<file path="src/rtl/apb_seq_pkg.sv">
// Shared types for the APB burst sequencer: bridge data-select encoding,
// sequencer states and the burst length field.
package apb_seq_pkg;

    localparam int BEAT_LEN_W = 8;

    typedef enum logic [1:0] {
        FULLWORD = 2'd0,
        HALFWORD = 2'd1,
        BYTE     = 2'd2
    } dsel_type;

    typedef enum logic [1:0] {
        IDLE = 2'd0,
        LOAD = 2'd1,
        XFER = 2'd2,
        DONE = 2'd3
    } seq_state_t;

    typedef logic [BEAT_LEN_W-1:0] beat_len_t;

endpackage

</file>
<file path="src/rtl/apb_burst_sequencer.sv">
// Command-driven burst sequencer feeding the master side of apb_bridge.
// Optional build macro APB_SEQ_ERR_ABORT_EN: end the burst after the first slverr beat.
//
// state | meaning
// IDLE  | waiting for a command, cmd_ready high
// LOAD  | write beat waiting for stream data, bus idle
// XFER  | beat on the bus, held until bridge ready
// DONE  | one-cycle done pulse, prefetch discarded
module apb_burst_sequencer
    import apb_seq_pkg::*;
#(
    parameter int ADDR_WIDTH = 32,
    parameter int DATA_WIDTH = 32,
    parameter int LEN_WIDTH  = BEAT_LEN_W
) (
    input  logic                  clk,
    input  logic                  rst_n,
    input  logic                  cmd_valid,
    output logic                  cmd_ready,
    input  logic                  cmd_wr,
    input  logic [1:0]            cmd_dsel,
    input  logic [ADDR_WIDTH-1:0] cmd_addr,
    input  logic [LEN_WIDTH-1:0]  cmd_len,
    input  logic                  wdata_valid,
    output logic                  wdata_ready,
    input  logic [DATA_WIDTH-1:0] wdata,
    output logic                  rdata_valid,
    output logic [DATA_WIDTH-1:0] rdata,
    output logic                  done,
    output logic                  err,
    output logic                  trnsfr,
    output logic                  wr,
    output logic [1:0]            dsel,
    output logic [ADDR_WIDTH-1:0] address,
    output logic [DATA_WIDTH-1:0] data_in,
    input  logic [DATA_WIDTH-1:0] data_out,
    input  logic                  ready,
    input  logic                  slverr
);

    seq_state_t            state;
    seq_state_t            state_nxt;
    logic [LEN_WIDTH-1:0]  beats_left;
    logic [DATA_WIDTH-1:0] pf_data;
    logic                  pf_full;
    logic                  accept;
    logic                  wd_fire;
    logic                  abort_err;
    logic                  last_beat;

`ifdef APB_SEQ_ERR_ABORT_EN
    assign abort_err = slverr;
`else
    assign abort_err = 1'b0;
`endif

    assign accept    = cmd_valid & cmd_ready;
    assign wd_fire   = wdata_valid & wdata_ready;
    assign last_beat = (beats_left == '0) | abort_err;

    always_ff @(posedge clk or negedge rst_n) begin
        if (!rst_n) state <= IDLE;
        else        state <= state_nxt;
    end

    always_comb begin
        state_nxt   = state;
        cmd_ready   = 1'b0;
        wdata_ready = 1'b0;
        trnsfr      = 1'b0;
        done        = 1'b0;
        case (state)
            IDLE: begin
                cmd_ready = 1'b1;
                if (cmd_valid) state_nxt = cmd_wr ? LOAD : XFER;
            end
            LOAD: begin
                wdata_ready = 1'b1;
                if (wdata_valid) state_nxt = XFER;
            end
            XFER: begin
                trnsfr      = 1'b1;
                wdata_ready = wr & ~pf_full;
                if (ready) begin
                    if (last_beat)
                        state_nxt = DONE;
                    // a word arriving with the completing beat goes straight to data_in
                    else if (wr && !pf_full && !wdata_valid)
                        state_nxt = LOAD;
                end
            end
            DONE: begin
                done      = 1'b1;
                state_nxt = IDLE;
            end
            default: state_nxt = IDLE;
        endcase
    end

    always_ff @(posedge clk or negedge rst_n) begin
        if (!rst_n) begin
            wr          <= 1'b0;
            dsel        <= 2'd0;
            address     <= '0;
            data_in     <= '0;
            beats_left  <= '0;
            pf_data     <= '0;
            pf_full     <= 1'b0;
            err         <= 1'b0;
            rdata       <= '0;
            rdata_valid <= 1'b0;
        end else begin
            rdata_valid <= 1'b0;
            case (state)
                IDLE: begin
                    if (accept) begin
                        wr         <= cmd_wr;
                        dsel       <= cmd_dsel;
                        address    <= cmd_addr;
                        beats_left <= cmd_len;
                        err        <= 1'b0;
                        pf_full    <= 1'b0;
                    end
                end
                LOAD: begin
                    if (wdata_valid) data_in <= wdata;
                end
                XFER: begin
                    if (ready) begin
                        err <= err | slverr;
                        if (!wr) begin
                            rdata       <= data_out;
                            rdata_valid <= 1'b1;
                        end
                        if (!last_beat) begin
                            address    <= address + ADDR_WIDTH'(1);
                            beats_left <= beats_left - LEN_WIDTH'(1);
                            if (wr && pf_full) begin
                                data_in <= pf_data;
                                pf_full <= 1'b0;
                            end else if (wd_fire) begin
                                data_in <= wdata;
                            end
                        end else if (wd_fire) begin
                            pf_data <= wdata;
                            pf_full <= 1'b1;
                        end
                    end else if (wd_fire) begin
                        pf_data <= wdata;
                        pf_full <= 1'b1;
                    end
                end
                DONE: begin
                    pf_full <= 1'b0;
                end
                default: ;
            endcase
        end
    end

endmodule

</file>
<file path="config.mk">
export PLATFORM = sky130hd
export DESIGN_NAME = apb_burst_sequencer
export DESIGN_NICKNAME = d
export VERILOG_FILES = /design/src/rtl/apb_seq_pkg.sv /design/src/rtl/apb_burst_sequencer.sv
export SDC_FILE = /design/constraint.sdc
export NUM_CORES = 1
export LEC_CHECK = 0
export ABC_CLOCK_PERIOD_IN_PS = 2350
export CAP_MARGIN = 0
export CORE_AREA = 5 5 104 178
export DETAILED_ROUTE_END_ITERATION = 12
export DIE_AREA = 0 0 109 183
export PLACE_DENSITY_LB_ADDON = 0.3
export REMOVE_ABC_BUFFERS = 1
export SLEW_MARGIN = 20
export SYNTH_ARGS = -nofsm -noshare
export SYNTH_HDL_FRONTEND = slang
export SYNTH_SLANG_ARGS = --single-unit
</file>
<file path="constraint.sdc">
create_clock -name clk -period 2.35 [get_ports clk]
set_clock_uncertainty 0.2 [all_clocks]
set_input_delay 0.47 -clock clk [delete_from_list [all_inputs] [get_ports clk]]
set_output_delay 0.47 -clock clk [all_outputs]
set_load 0.03 [all_outputs]
</file>
==> impl_metrics.tcl, run 1 <==
set metrics [dict create \
    seq_area_frac_synth_pct 52.0 \
    final_common_cell "clkdlybuf4s50_1" \
    dp_hpwl_mm 14.7 \
    cts_tree "yes" \
    via_per_inst 5.24 \
    syn2layout_area_growth_pct 55.3 \
    finalWeightedCongestion 0.863 \
    rsz0062_at_grt "true" \
    clock_latency_ns 0.41 \
    grt_pass1_vias 6224 \
    first_pass_iters 5 \
    peakVddDrop_v 0.000749 \
    p_leak_nw 4.78 \
    core_um2 16900 \
    ys_seq_elements 144 \
    switching_share_pct 41.8 \
    setup_slack_ns 0.00770 \
    antenna_cells 0 \
    hold_viol_final 0 \
    period_share_pct 99.7 \
    synth-main-ff-cell "dfrtp_1" \
    routed_wl_mm 20.6 \
    fin_crit_ns 2.34 \
    nFillCells 1389 \
    syn-cell-area_um2 6930 \
    die_y_um 183 \
    p_switching_mw 6.58 \
    layout_common_cells "210 x clkdlybuf4s50_1, 144 x dfrtp_1, 69 x mux2_2, 68 x buf_4, 52 x a21oi_1" \
    p_clk_share_pct 16.9 \
    avgRoutedWirePerCell_um 17.8 \
    async_flop_share_pct 100 \
    cts_buffers 17 \
    drive_gt1_share_pct 24.2 \
    initial_core_util_pct 40.9 \
    antenna_found_initial 1 \
    fmax_mhz 427 \
    via_count 6071 \
    synth.distinct_cells 57 \
    grt-ovfl-total 0 \
    crit_type "reg -> reg" \
    power_per_cell_area_nw_per_um2 1460 \
    pre_cts_ws_ns -0.186 \
    io_pins 218 \
    ant_nets 0 \
    cts_buffer_depth 2 \
    clock_sinks 144 \
    grt_pass1_wl_mm 31.9 \
    p_seq_share_pct 28.7 \
    drc 0 \
    io_buffers 217 \
    cp-end-kind "register" \
    synthCells 632 \
    p_comb_share_pct 54.4 \
    die_w_um 109 \
    drv_cap 0 \
    grt_usage_pct 20.3 \
    hold_class "reg -> reg" \
    rows 63 \
    synth_edf_count 0 \
    die-area_um2 19900 \
    worst-endpoint-arrival_ns 2.43 \
    seq_area_um2 3600 \
    maxSlewViolCount 0 \
    multiInputGateArea_um2 3250 \
    syn_avg_cell_area_um2 11.0 \
    status "finished clean" \
    path_clk_slew_ns 0.07 \
    tightest_slew_ns 0.549 \
    drt_iter0_markers 279 \
    nNetsFinal 1040 \
    cp.required_ns 2.44 \
    critPathLaunchType "register" \
    setup_viol 0 \
    cp_max_fo 8 \
    grt_max_degree 54 \
    tns_ns 0 \
    worst_slew_margin_rel_pct 63.4 \
    internal_power_mw 9.17 \
    ys_warn_count 0 \
    cts_root_buf "clkbuf_16" \
    htree_levels 4 \
]
==> worst max-delay path, cell delays in order (launching register included) <==
cell and delay (ns):
dfrtp_1 0.40, inv_2 0.06, buf_4 0.14, ha_4 0.13, nand3b_1 0.12, a21boi_4 0.21
buf_6 0.12, and3_4 0.30, clkbuf_16 0.21, mux2_2 0.34
==> synthesized netlist by cell type, types with 10 or more instances <==
master	instances	share of area [%]
mux2i_1	39	5.6
mux2_2	70	11
inv_1	12	0.65
a22oi_1	10	1.1
clkbuf_1	14	0.76
nand3_1	20	1.4
nor3_1	13	0.94
dfrtp_1	144	52
o21ai_0	28	2.0
a21oi_1	53	3.8
nor2_1	51	2.8
nand2_1	41	2.2
==> what timing repair did <==
item                                   4_1_cts  5_1_grt
gates cloned                                 1        3
endpoints found under the hold margin       50        0
gates resized for setup                     22       19
setup endpoints to repair                   43       55
hold buffers                                 1        0
pin swaps                                    3        3
buffers inserted                             2        5
==> path summary, 6_finish.rpt <==
path | from | to | slack, ns | cells after the start
max in group asynchronous | rst_n | beats_left[2] | 0.95 | 3
worst max-delay path | state[0] | pf_data[9] | 0.008 | 9
worst min register to register | rdata[1] | rdata[1] | 0.31 | 1
min in group asynchronous | rst_n | pf_data[4] | 0.39 | 2
worst min-delay path | rdata[1] | rdata[1] | 0.31 | 1
worst max register to register | state[0] | pf_data[9] | 0.008 | 9
==> cell type report <==
cell class	count	area share, %
Sequential cell	144	33.5
Multi-Input combinational cell	442	30.2
Timing Repair Buffer	301	27.8
Clock buffer	17	3.95
Tap cell	227	2.64
Clock inverter	15	1.52
Inverter	12	0.419
==> logic make-up after synthesis <==
logic type,count (synthesis),synth area share (%)
buffers and inverters,46,3.03
multiplexers,109,17.0
AND/OR/NAND/NOR,182,13.2
adder cells (fa/ha/maj),9,1.62
flip-flops,144,52.0
AO/OA/AOI/OAI,142,13.1
==> sequential cells by signal, indices dropped and copies added, names as in the netlist <==
signal and cells:
dsel 2, beats_left 8, pf_data 32, wr 1
state 2, rdata 32, data_in 32, pf_full 1
rdata_valid 1, address 32, err 1
==> power groups by stage <==
stage	clock network (mW)	logic (mW)	registers, mW
detailed placement	0	8.33	4.53
floorplan	0	2.72	6.24
CTS	2.75	8.46	4.50
global placement	0	8.23	4.48
finish	2.66	8.57	4.52
global route	2.86	9.17	4.69
==> metrics by stage <==
stage	instances	power [mW]	instance area [um2]	hold slack (ns)	utilization, %
final	1158	15.8	10800	0.306	63.5
after global routing	1158	16.7	10800	0.321	63.5
after CTS	1150	15.7	10600	0.308	62.3
after detailed placement	1115	12.9	9890	0.269	58.3
after global placement	1115	12.7	9890	0.266	58.3
after floorplan	598	8.97	6770	-0.0256	-
==> layer usage <==
metal	vias to the layer above	global-route usage, %	share of wire (%)
met2	169	37.2	55
met4	2	6.32	2.0
li1	2894	-	-
met5	-	0	0.063
met1	2981	23.4	38
met3	25	3.87	4.5
Power figures use the tool's default switching activity.
==> inputs of run 2 (changes only) <==
--- a/config.mk
+++ b/config.mk
@@ -7,10 +7,10 @@
 export LEC_CHECK = 0
 export ABC_CLOCK_PERIOD_IN_PS = 2350
 export CAP_MARGIN = 0
-export CORE_AREA = 5 5 104 178
+export CORE_AREA = 2 2 101 175
 export DETAILED_ROUTE_END_ITERATION = 12
-export DIE_AREA = 0 0 109 183
-export PLACE_DENSITY_LB_ADDON = 0.3
+export DIE_AREA = 0 0 103 177
+export PLACE_DENSITY = 0.8
 export REMOVE_ABC_BUFFERS = 1
 export SLEW_MARGIN = 20
 export SYNTH_ARGS = -nofsm -noshare
==> run 2 against run 1 <==
Effect of this change:
- the run now ends with setup timing left
- critical path depth stayed put
- wire length is 5.4% higher
- worst hold slack worse by 0.0013 ns
- worst setup slack worse by 0.051 ns
==> impl_metrics.tcl, run 2 (synthesis results as in run 1) <==
set metrics [dict create \
    period_share_pct 102 \
    power_per_cell_area_nw_per_um2 1500 \
    ant_nets 0 \
    cts_buffers 17 \
    seq_area_um2 3600 \
    worst_slew_margin_rel_pct 67.8 \
    drv_cap 0 \
    grt_usage_pct 22.7 \
    utilization_pct 65.1 \
    io_pins 218 \
    p_seq_share_pct 27.8 \
    maxSlewViolCount 0 \
    cp-end-kind "register" \
    drc 0 \
    tightest_slew_ns 0.483 \
    antenna_cells 0 \
    finalWeightedCongestion 0.891 \
    cp.required_ns 2.44 \
    htree_levels 4 \
    die-area_um2 18200 \
    met2_usage_pct 42.5 \
    grt_pass1_vias 6415 \
    initial_core_util_pct 41.1 \
    cts_root_buf "clkbuf_16" \
    dp_hpwl_mm 14.9 \
    violations "setup timing" \
    drive_gt1_share_pct 26.0 \
    nNetsFinal 1048 \
    critPathLaunchType "register" \
    met3_usage_pct 3.87 \
    status "finished, violations left" \
    grt-ovfl-total 0 \
    nFillCells 1330 \
    layout_common_cells "210 x clkdlybuf4s50_1, 144 x dfrtp_1, 66 x mux2_2, 65 x buf_4" \
    antenna_found_initial 0 \
    met1_usage_pct 24.0 \
    grt_most_used_layer "met2" \
    fmax_mhz 418 \
    p_comb_share_pct 55.7 \
    die_w_um 103 \
    via_per_inst 5.35 \
    switching_share_pct 41.5 \
    grt_max_degree 50 \
    p_switching_mw 6.83 \
    avgRoutedWirePerCell_um 18.7 \
    finalInstanceArea_um2 11000 \
    hold_class "reg -> reg" \
    core_um2 16900 \
    via_count 6240 \
    path_clk_slew_ns 0.06 \
    hold_viol_final 0 \
    rows 63 \
    syn2layout_area_growth_pct 58.4 \
    p_leak_nw 4.87 \
    cts_tree "yes" \
    io_buffers 217 \
    fin_crit_ns 2.39 \
    routed_wl_mm 21.8 \
    placed_area_um2 9920 \
    grt_pass1_wl_mm 31.8 \
    crit_type "reg -> reg" \
    p_clk_share_pct 16.5 \
    final_common_cell "clkdlybuf4s50_1" \
    rsz0062_at_grt "true" \
    drt_iter0_markers 248 \
    internal_power_mw 9.61 \
    peakVddDrop_v 0.000727 \
    cp_max_fo 5 \
    die_y_um 177 \
    setup_viol 10 \
    clock_latency_ns 0.41 \
    setup_slack_ns -0.0433 \
    multiInputGateArea_um2 3310 \
    cts_buffer_depth 2 \
    clock_sinks 144 \
    worst-endpoint-arrival_ns 2.49 \
    first_pass_iters 5 \
]
-- run 2: changes by cell type in the layout (fill, tap and decap cells not counted), moves of 4 or more --
cell / change
buf_6: +5
o21ai_0: -6
a21oi_1: -4
o21ai_1: +6
or3_4: +4
a21oi_2: +4
-- run 2: routing by layer --
layer | routed length, um | vias to the layer above
met5 | 0 | -
met1 | 7600 | 3073
li1 | - | 2917
met4 | 649 | 0
met3 | 1030 | 39
met2 | 12500 | 211
-- run 2: area by class of cell --
cell class	instances	area share [%]
clock inverters	15	1.49
multi-input cells	442	30.1
inverters	12	0.410
clock buffers	17	3.88
repair buffers	309	28.7
well taps	227	2.59
flip-flops and latches	144	32.8
-- run 2: timing repair --
action	in CTS	in global routing
setup endpoints to repair	57	88
hold buffers	1	0
cloned	1	5
resized for setup	22	47
setup buffers	2	7
pin swaps	1	23
endpoints found under the hold margin	45	0
-- run 2: path summary, 6_finish.rpt --
check / from / to / depth (start not counted) / slack, ns
worst max-delay path: state[0] / address[4] / 9 / -0.04
worst min-delay path: rdata[28] / rdata[28] / 1 / 0.30
worst max register to register: state[0] / address[4] / 9 / -0.04
worst min register to register: rdata[28] / rdata[28] / 1 / 0.30
max in group asynchronous: rst_n / rdata[15] / 3 / 0.98
min in group asynchronous: rst_n / data_in[8] / 2 / 0.36
-- run 2: per-stage QoR --
| step | cells | setup slack [ns] | hold WS [ns] | setup TNS (ns) | power [mW] |
|---|---|---|---|---|---|
| floorplan | 598 | -1.18 | -0.0256 | -109.82 | 8.97 |
| global placement | 1118 | -0.0957 | 0.248 | -0.353 | 12.7 |
| detailed placement | 1118 | -0.135 | 0.248 | -1.66 | 12.9 |
| CTS | 1154 | -0.0319 | 0.306 | -0.117 | 15.9 |
| global route | 1166 | -0.110 | 0.318 | -1.50 | 17.3 |
| finish | 1166 | -0.0433 | 0.304 | -0.243 | 16.4 |
-- run 2: power groups by stage --
stage | registers [mW] | logic, mW | clock network, mW
after floorplan | 6.24 | 2.72 | 0
after global routing | 4.72 | 9.71 | 2.89
after CTS | 4.54 | 8.57 | 2.76
final | 4.57 | 9.16 | 2.71
after detailed placement | 4.56 | 8.37 | 0
after global placement | 4.49 | 8.21 | 0
-- run 2: critical path: stages (launching register included) --
cell and delay, ns:
dfrtp_1 0.39, inv_2 0.08, ha_4 0.14, or4b_4 0.49
o211ai_4 0.27, buf_12 0.15, clkbuf_16 0.13, or3_1 0.09
a21oi_1 0.06, a221o_1 0.27
==> inputs of run 3 (changes only) <==
--- a/config.mk
+++ b/config.mk
@@ -12,7 +12,6 @@
 export DIE_AREA = 0 0 103 177
 export PLACE_DENSITY = 0.8
 export REMOVE_ABC_BUFFERS = 1
-export SLEW_MARGIN = 20
 export SYNTH_ARGS = -nofsm -noshare
 export SYNTH_HDL_FRONTEND = slang
 export SYNTH_SLANG_ARGS = --single-unit
==> results of run 3 <==
Same layout as run 2: the final DEF is identical, and so are final timing and power.
